$ cat src/rtl/proc_mem_pkg.sv
// -----------------------------------------------------------------------------
// proc_mem_pkg
//   Shared definitions for the cache-to-memory port arbiter: FSM state
//   encoding, requester identifiers and default line geometry.
// -----------------------------------------------------------------------------
package proc_mem_pkg;

  localparam int LINE_BITS     = 128;
  localparam int LINE_OFF_BITS = 4;

  typedef enum logic [1:0] {
    ST_IDLE = 2'd0,
    ST_BUSY = 2'd1,
    ST_DONE = 2'd2
  } arb_state_e;

  // Encoding matches the grant_id output: 0 none, 1 dw, 2 dr, 3 ir.
  typedef enum logic [1:0] {
    REQ_NONE = 2'd0,
    REQ_DW   = 2'd1,
    REQ_DR   = 2'd2,
    REQ_IR   = 2'd3
  } req_id_e;

endpackage

$ cat src/rtl/arb_priority_pick.sv
// -----------------------------------------------------------------------------
// arb_priority_pick
//   Combinational winner selection for the memory port. Fixed priority
//   dw > dr > ir, except that a starving iCache jumps the queue.
// Ports
//   dw_req_i, dr_req_i, ir_req_i : requests, already masked by holdoff
//   starve_i                     : iCache has hit its starvation limit
//   grant_o                      : winning requester, REQ_NONE if idle
// -----------------------------------------------------------------------------
module arb_priority_pick
  import proc_mem_pkg::*;
(
  input  logic    dw_req_i,
  input  logic    dr_req_i,
  input  logic    ir_req_i,
  input  logic    starve_i,
  output req_id_e grant_o
);

  always_comb begin
    grant_o = REQ_NONE;
    if (ir_req_i && starve_i) grant_o = REQ_IR;
    else if (dw_req_i)        grant_o = REQ_DW;
    else if (dr_req_i)        grant_o = REQ_DR;
    else if (ir_req_i)        grant_o = REQ_IR;
  end

endmodule

$ cat src/rtl/mem_port_arbiter.sv
// -----------------------------------------------------------------------------
// mem_port_arbiter
//   Shares one line-wide memory port between dCache writeback (dw), dCache
//   refill (dr) and iCache refill (ir). One transaction in flight at a time.
//
//   state   | meaning
//   --------+--------------------------------------------------------------
//   IDLE    | waiting for an unmasked request; picks a winner and latches it
//   BUSY    | mem_req held high until mem_ack; read data captured on ack
//   DONE    | one-cycle done/valid pulse to the served requester
//
// Ports
//   clk, rst                   : clock, synchronous active-high reset
//   dw_req_i/addr_i/line_i     : writeback request, address, data; dw_done_o
//   dr_req_i/addr_i            : dCache refill request; dr_valid_o, dr_line_o
//   ir_req_i/addr_i            : iCache refill request; ir_valid_o, ir_line_o
//   mem_req_o/we_o/addr_o/wline_o, mem_rline_i, mem_ack_i : memory side
//   busy_o, grant_id_o         : status (grant_id 0 none, 1 dw, 2 dr, 3 ir)
// -----------------------------------------------------------------------------
module mem_port_arbiter #(
  parameter int ADDR_BITS     = 32,
  parameter int LINE_BITS     = 128,
  parameter int LINE_OFF_BITS = 4,
  parameter int STARVE_LIMIT  = 4,
  parameter int CNT_BITS      = 3
) (
  input  logic                 clk,
  input  logic                 rst,
  input  logic                 dw_req_i,
  input  logic [ADDR_BITS-1:0] dw_addr_i,
  input  logic [LINE_BITS-1:0] dw_line_i,
  output logic                 dw_done_o,
  input  logic                 dr_req_i,
  input  logic [ADDR_BITS-1:0] dr_addr_i,
  output logic                 dr_valid_o,
  output logic [LINE_BITS-1:0] dr_line_o,
  input  logic                 ir_req_i,
  input  logic [ADDR_BITS-1:0] ir_addr_i,
  output logic                 ir_valid_o,
  output logic [LINE_BITS-1:0] ir_line_o,
  output logic                 mem_req_o,
  output logic                 mem_we_o,
  output logic [ADDR_BITS-1:0] mem_addr_o,
  output logic [LINE_BITS-1:0] mem_wline_o,
  input  logic [LINE_BITS-1:0] mem_rline_i,
  input  logic                 mem_ack_i,
  output logic                 busy_o,
  output logic [1:0]           grant_id_o
);

  import proc_mem_pkg::*;

  arb_state_e           state_q;
  req_id_e              grant_q;
  req_id_e              holdoff_q;   // requester served last, masked for one IDLE cycle
  req_id_e              pick;
  logic [CNT_BITS-1:0]  starve_cnt_q, starve_cnt_d;
  logic                 mem_req_q, mem_we_q, busy_q;
  logic                 dw_done_q, dr_valid_q, ir_valid_q;
  logic [ADDR_BITS-1:0] mem_addr_q, sel_addr;
  logic [LINE_BITS-1:0] mem_wline_q, rline_q;
  logic                 dw_m, dr_m, ir_m, starve;

  // Line offset bits never reach memory.
  logic unused_addr_lsbs;
  assign unused_addr_lsbs = ^{dw_addr_i[LINE_OFF_BITS-1:0],
                              dr_addr_i[LINE_OFF_BITS-1:0],
                              ir_addr_i[LINE_OFF_BITS-1:0]};

  assign dw_m   = dw_req_i && (holdoff_q != REQ_DW);
  assign dr_m   = dr_req_i && (holdoff_q != REQ_DR);
  assign ir_m   = ir_req_i && (holdoff_q != REQ_IR);
  assign starve = (starve_cnt_q == CNT_BITS'(STARVE_LIMIT));

  arb_priority_pick u_pick (
    .dw_req_i (dw_m),
    .dr_req_i (dr_m),
    .ir_req_i (ir_m),
    .starve_i (starve),
    .grant_o  (pick)
  );

  always_comb begin
    sel_addr = '0;
    case (pick)
      REQ_DW:  sel_addr = {dw_addr_i[ADDR_BITS-1:LINE_OFF_BITS], {LINE_OFF_BITS{1'b0}}};
      REQ_DR:  sel_addr = {dr_addr_i[ADDR_BITS-1:LINE_OFF_BITS], {LINE_OFF_BITS{1'b0}}};
      REQ_IR:  sel_addr = {ir_addr_i[ADDR_BITS-1:LINE_OFF_BITS], {LINE_OFF_BITS{1'b0}}};
      default: sel_addr = '0;
    endcase
  end

  // Counts dCache grants that pass over a waiting iCache. A held-off iCache
  // can never coincide with a full counter, since an ir grant clears it.
  always_comb begin
    starve_cnt_d = starve_cnt_q;
    if (state_q == ST_IDLE) begin
      if (!ir_req_i || pick == REQ_IR)
        starve_cnt_d = '0;
      else if ((pick == REQ_DW || pick == REQ_DR) && !starve)
        starve_cnt_d = starve_cnt_q + CNT_BITS'(1);
    end
  end

  always_ff @(posedge clk) begin
    if (rst) begin
      state_q      <= ST_IDLE;
      grant_q      <= REQ_NONE;
      holdoff_q    <= REQ_NONE;
      starve_cnt_q <= '0;
      mem_req_q    <= 1'b0;
      mem_we_q     <= 1'b0;
      mem_addr_q   <= '0;
      mem_wline_q  <= '0;
      rline_q      <= '0;
      busy_q       <= 1'b0;
      dw_done_q    <= 1'b0;
      dr_valid_q   <= 1'b0;
      ir_valid_q   <= 1'b0;
    end else begin
      starve_cnt_q <= starve_cnt_d;
      case (state_q)
        ST_IDLE: begin
          holdoff_q <= REQ_NONE;
          if (pick != REQ_NONE) begin
            state_q    <= ST_BUSY;
            grant_q    <= pick;
            mem_req_q  <= 1'b1;
            mem_we_q   <= (pick == REQ_DW);
            mem_addr_q <= sel_addr;
            busy_q     <= 1'b1;
            if (pick == REQ_DW) mem_wline_q <= dw_line_i;
          end
        end
        ST_BUSY: begin
          if (mem_ack_i) begin
            state_q    <= ST_DONE;
            mem_req_q  <= 1'b0;
            if (!mem_we_q) rline_q <= mem_rline_i;
            dw_done_q  <= (grant_q == REQ_DW);
            dr_valid_q <= (grant_q == REQ_DR);
            ir_valid_q <= (grant_q == REQ_IR);
          end
        end
        ST_DONE: begin
          state_q    <= ST_IDLE;
          holdoff_q  <= grant_q;
          grant_q    <= REQ_NONE;
          busy_q     <= 1'b0;
          dw_done_q  <= 1'b0;
          dr_valid_q <= 1'b0;
          ir_valid_q <= 1'b0;
        end
        default: state_q <= ST_IDLE;
      endcase
    end
  end

  assign dw_done_o   = dw_done_q;
  assign dr_valid_o  = dr_valid_q;
  assign ir_valid_o  = ir_valid_q;
  assign dr_line_o   = rline_q;
  assign ir_line_o   = rline_q;
  assign mem_req_o   = mem_req_q;
  assign mem_we_o    = mem_we_q;
  assign mem_addr_o  = mem_addr_q;
  assign mem_wline_o = mem_wline_q;
  assign busy_o      = busy_q;
  assign grant_id_o  = grant_q;

endmodule

$ cat config.mk
export PLATFORM = sky130hd
export DESIGN_NAME = mem_port_arbiter
export DESIGN_NICKNAME = d
export VERILOG_FILES = /design/src/rtl/proc_mem_pkg.sv /design/src/rtl/arb_priority_pick.sv /design/src/rtl/mem_port_arbiter.sv
export SDC_FILE = /design/constraint.sdc
export NUM_CORES = 1
export LEC_CHECK = 0
export CORE_AREA = 2 2 303 305
export DETAILED_ROUTE_END_ITERATION = 8
export DIE_AREA = 0 0 305 307
export PLACE_DENSITY = 0.5
export SYNTH_ARGS = -nofsm -noshare
export SYNTH_HDL_FRONTEND = slang
export SYNTH_SLANG_ARGS = --single-unit
$ cat constraint.sdc
create_clock -name clk -period 1.6 [get_ports clk]
set_input_delay 0.4 -clock clk [delete_from_list [all_inputs] [get_ports clk]]
set_output_delay 0.4 -clock clk [all_outputs]
set_load 0.01 [all_outputs]
# Word-level counts from Yosys, hierarchy flattened
# Cells that the tools add are included.
# classes
add_sub_neg	1
n_mul	0
n_div	0
n_lt_le_gt_ge	0
eq_ne	14
n_shift	0
n_mux	23
bitwise	1
reduce_logical	23
# ops
op	count
$pmux W32 S3	1
$mux W2	7
$pmux W2 S2	3
$eq A2 B2 Y1 const B	5
$pmux W1 S2	5
$reduce_and A2 Y1	5
$reduce_bool A2 Y1	5
$reduce_and A3 Y1	3
$eq A2 B1 Y1 const B	3
$mux W3	2
$ne A2 B2 Y1 const B	3
$logic_and A1 B1 Y1	5
$mux W1	5
$ne A2 B1 Y1 const B	2
$add A3 B1 Y3 const B	1
$eq A3 B3 Y1 const B	1
$logic_not A1 Y1	2
$logic_not A2 Y1	1
$logic_or A1 B1 Y1	2
$not A1 Y1	1
# word_totals
ff_bits	303
latch_bits	0
mem_bits_rw	0
rom_bits	0
inputBits	358
output_inout_bits	424
wordCells	75
n_memories	0

# Depth between registers and ports, before layout
# depth
depth_word	11
depth_mapped	8
ltp_nobuf	6

# By module
# Synthesis repeated with hierarchy kept, for this count alone.
# unflattened
cells_unflattened	1440
hier_area_um2	11786.3
# by_module_without_submodules
module	instances	cells_each	area_each_um2	seq_area_each_um2
mem_port_arbiter	1	1435	11753.8	5985.7
arb_priority_pick	1	5	32.5	0.0

# Least setup slack after synthesis
# OpenSTA, ideal clock, no wires.
# synth_timing
path_kind	in2reg
startpoint	in dr_req_i
endpoint	reg mem_addr_q[11] (netlist: mem_addr_o[11])
setup_ns	0.141
arrival_time_ns	1.517
required_ns	1.459
slack_ns	-0.058
stages	6
n_path_buf	2
cell_sequence	buf_2 mux2i_1 a211o_4 nor2_8 buf_6 a311oi_2
# synth_via
elab_chain_cells	6
elab_cells_between_ends	10
classes_between	3 x eq/ne; 4 x mux; 3 x reduce/logical
# synth_rtl
element	line	source
from (decl)	mem_port_arbiter.sv:33	input logic dr_req_i,
$logic_and A1 B1 Y1 (*)	mem_port_arbiter.sv:71	assign dr_m = dr_req_i && (holdoff_q != REQ_DR);
$mux W2 (*)	arb_priority_pick.sv:24	else if (dr_req_i) grant_o = REQ_DR;
$mux W2 (*)	arb_priority_pick.sv:23	else if (dw_req_i) grant_o = REQ_DW;
$mux W2 (*)	arb_priority_pick.sv:22	if (ir_req_i && starve_i) grant_o = REQ_IR;
$eq A2 B2 Y1 (tied with other cells)	mem_port_arbiter.sv:85	case (pick)
$pmux W32 S3 / $reduce_and A2 Y1 (equally long branches)	n/a	
to (signal assigned)	mem_port_arbiter.sv:130	mem_addr_q <= sel_addr;
to (decl)	mem_port_arbiter.sv:60	logic [ADDR_BITS-1:0] mem_addr_q, sel_addr;
# Every way passes the cells marked *; elsewhere a longest branch is shown, timed or not.
# A chain may end at the register's enable or synchronous reset.

# Worst setup path in the final report
# layout_timing
startpoint	reg starve_cnt_q[0]
endpoint	reg mem_addr_q[27] (netlist: mem_addr_o[27])
# layout_via
elab_chain_cells	5
elab_cells_between_ends	9
classes_between	4 x eq/ne; 2 x mux; 3 x reduce/logical
# layout_rtl
element	line	source
from (decl)	mem_port_arbiter.sv:57	logic [CNT_BITS-1:0] starve_cnt_q, starve_cnt_d;
from (signal assigned)	mem_port_arbiter.sv:121	starve_cnt_q <= starve_cnt_d;
$eq A3 B3 Y1 (*)	mem_port_arbiter.sv:73	assign starve = (starve_cnt_q == CNT_BITS'(STARVE_LIMIT));
$logic_and A1 B1 Y1 (*)	arb_priority_pick.sv:22	
$mux W2 (*)	arb_priority_pick.sv:22	
$eq A2 B2 Y1 (tied with other cells)	mem_port_arbiter.sv:85	
$pmux W32 S3 / $reduce_and A2 Y1 (equally long branches)	n/a	
# Marked as above.

==> results <==
[layout make-up]
class	instances	share of cell area, %
Antenna cell	2	0.02036
Clock buffer	58	4.923
Clock inverter	7	0.2749
Inverter	6	0.09164
Multi-Input combinational cell	967	23.26
Sequential cell	299	25.22
Tap cell	1186	6.038
Timing Repair Buffer	949	40.18
[worst min-delay path by stage]
stage | to | slack, ps | cells past startpoint
floorplan | starve_cnt_q[1] | 450 | 2
global placement | mem_wline_o[2] | 440 | 2
detailed placement | mem_wline_o[7] | 450 | 2
CTS | mem_we_o | 140 | 2
global route | mem_addr_o[28] | 170 | 2
finish | mem_we_o | 200 | 2
[kinds of logic after synthesis]
family,after synthesis
buffers and inverters,252
adder cells (fa/ha/maj),2
AO/OA/AOI/OAI,373
other,1
AND/OR/NAND/NOR,586
flip-flops,299
multiplexers,2
[power by group through the flow]
stage	logic, uW	registers (uW)	clock network (uW)
final	4990	8250	8890
after CTS	4400	8230	9310
after global routing	5340	8300	9570
after global placement	4330	8380	0
after detailed placement	4310	8390	0
after floorplan	1450	8520	0
[cells in the final DEF, fill, tap and decap left out, types with 11 or more instances in the layout]
| master | instances |
|---|---|
| clkdlybuf4s50_1 | 341 |
| nand2_1 | 452 |
| clkdlybuf4s15_1 | 96 |
| buf_2 | 57 |
| clkdlybuf4s15_2 | 181 |
| a21oi_1 | 206 |
| clkbuf_16 | 60 |
| a311oi_2 | 19 |
| a32oi_1 | 17 |
| dfxtp_4 | 26 |
| dfxtp_2 | 92 |
| a21oi_2 | 85 |
| dfxtp_1 | 181 |
| a32oi_2 | 11 |
| nand2_4 | 62 |
| buf_12 | 45 |
| nand2_2 | 34 |
| buf_6 | 18 |
| buf_8 | 17 |
| clkbuf_2 | 77 |
| buf_4 | 78 |
| clkbuf_8 | 12 |
[metal layers]
metal  global-route usage [%]  vias to the layer above  part of all wire, %
met1                    12.55                     6237                   38
met5                        0                        -                    0
met4                    4.122                        0                  3.3
met2                    19.89                      493                   51
li1                         -                     6424                    -
met3                    3.191                       96                  7.1
[registers in the layout (all words and copies together), names as in the netlist]
| signal | count |
|---|---|
| dr_line_o | 128 |
| mem_wline_o | 128 |
| mem_addr_o | 28 |
| starve_cnt_q | 3 |
| grant_id_o | 2 |
| holdoff_q | 2 |
| state_q | 2 |
| busy_o | 1 |
| dr_valid_o | 1 |
| dw_done_o | 1 |
| ir_valid_o | 1 |
| mem_req_o | 1 |
| mem_we_o | 1 |
[repair_timing]
action	CTS	global route
resized for setup	1296	411
pin swaps	31	135
cloned	9	25
endpoints found under the setup margin	581	320
setup buffers	19	20
[through the flow]
step                      utilization, %  cell area, sq um  setup slack (ps)  setup TNS [ps]  hold slack, ps
after floorplan                        -             12230             8.927               0           448.6
after global placement             23.29             21120            -643.9         -144730           441.2
after detailed placement           23.29             21120            -666.7         -151940           445.3
after CTS                          25.68             23290            -134.7           -8520           143.3
after global routing               27.10             24580            -199.5          -20120           172.0
final                              27.10             24580            -120.4           -5937           199.5
==> impl_metrics.env <==
export IMPL_num_vias=13250
export IMPL_wl_per_cell_microns=17.29
export IMPL_slew_viol_final=0
export IMPL_hold_class="in -> reg"
export IMPL_synth_top_family_by_area="simple AND/OR/NAND/NOR gates"
export IMPL_hold_path_startpoint="rst"
export IMPL_numCtsBuffers=40
export IMPL_cp_depth=7
export IMPL_r2r_slack_ps=-120
export IMPL_synth_cell_type_count=49
export IMPL_status="finished, violations left"
export IMPL_p_clk_share_pct=40.2
export IMPL_regArea_sq_mm=0.006198
export IMPL_hpwl_microns=41620
export IMPL_p_per_area_mw_per_mm2=900.2
export IMPL_grt_pass1_vias=12760
export IMPL_netSwitchingFraction_pct=27.69
export IMPL_yosysWarnings=0
export IMPL_netlist_top_cell_by_area="dfxtp_1"
export IMPL_layout_setup_ws_ps=-120.4
export IMPL_fmax_mhz=581.3
export IMPL_drc=0
export IMPL_initial_core_util_pct=13.46
export IMPL_grt_overflow_total=0
export IMPL_path_cells="inv_2, ha_4, nand4b_1, and3_2, bufbuf_16, a32oi_1, a311oi_1"
export IMPL_grt_pass1_wl_microns=80680
export IMPL_p_total_uw=22120
export IMPL_min_period_over_period_pct=107.5
export IMPL_synth_simple_area_share_pct=19.07
export IMPL_drt_initial_drc_count=448
export IMPL_r2r_start="starve_cnt_q[0]"
export IMPL_io_buffers=765
export IMPL_endpoint_kind="flip-flop"
export IMPL_synth_area_leaders="dfxtp_1 49%, nand2_1 17%, a21oi_1 12%, buf_4 8.6%, buf_2 2.5%"
export IMPL_startpoint="starve_cnt_q[0]"
export IMPL_syn_inst=1515
export IMPL_drtPass1Iterations=5
export IMPL_multi_input_area_sq_mm=0.005715
export IMPL_crit_arrival_ps=2160
export IMPL_timing_rr_end="mem_addr_o[27]"
export IMPL_p_int_uw=16000
export IMPL_crit_required_ps=2040
export IMPL_grt_max_degree=64
export IMPL_p_leak_uw=0.009408
export IMPL_synth_adder_area_share_pct=0.2050
export IMPL_synthFlopType="dfxtp_1"
export IMPL_placed_cells=3344
export IMPL_rsz0062_at_grt="true"
export IMPL_clock_path_buffers=3
export IMPL_fp_dieH_microns=307
export IMPL_p_sw_uw=6127
export IMPL_period_needed_ps=1720
export IMPL_hold_buffers=0
export IMPL_cts_tree="yes"
export IMPL_rows=111
export IMPL_clockRootBuffer="clkbuf_16"
export IMPL_fin_cells=3474
export IMPL_cts_max_level=2
export IMPL_avgViaCountPerCell=3.814
export IMPL_core_area_sq_mm=0.09069
export IMPL_routed_wl_microns=60070
export IMPL_power_frac_comb_pct=22.5
export IMPL_fillers=9688
export IMPL_reg2reg_depth=7
export IMPL_ant_nets=0
export IMPL_synth_compound_area_share_pct=18.27
export IMPL_grt_use_total_pct=11.15
export IMPL_clkLatencyLatePin_ps=550
export IMPL_syn2layout_area_growth_pct=101.4
export IMPL_critPathSlowestCell="dfxtp_2"
export IMPL_nets=2623
export IMPL_synth_area_mux_share_pct=0.1640
export IMPL_crit_path_end="mem_addr_o[27]"
export IMPL_cts_sinks=299
export IMPL_synth_edf_count=0
export IMPL_antenna_found_initial=3
export IMPL_cp_start_kind="flip-flop"
export IMPL_path_clk_slew_ps=60
export IMPL_hold_viol_final=0
export IMPL_drive_above_1_share_pct=40.11
export IMPL_critPathTopFamily="compound AO/OA/AOI/OAI gates"
export IMPL_die_area_sq_mm=0.09364
export IMPL_synth_xor_area_share_pct=0
export IMPL_pin_count=782
export IMPL_synth_area_sq_mm=0.01220
export IMPL_drv_cap=0
export IMPL_critPathBufInv=2
export IMPL_violations="negative setup slack"
export IMPL_skew_ps=11.06
export IMPL_ir_drop_v=0.0006886
export IMPL_place_gp_congestion=0.7750
export IMPL_ys_seq_area_share_pct=49.05
export IMPL_power_frac_seq_pct=37.3
export IMPL_synthArstFlopShare_pct=0
export IMPL_worstSetupPathType="reg -> reg"
export IMPL_post_synth_top_count_cell="nand2_1"
export IMPL_synth_top_area_share_pct=49.05
export IMPL_ys_seq_elements=299
export IMPL_fp_dieW_microns=305
export IMPL_setup_violations=103
export IMPL_synth_common_cells="548 x nand2_1, 299 x dfxtp_1, 291 x a21oi_1, 139 x buf_4, 62 x buf_2"
export IMPL_max_stage_delay_ps=330
export IMPL_avgSynthCellArea_sq_um=8.056
export IMPL_worstPathMaxFanout=14
Power figures use the tool's default switching activity.
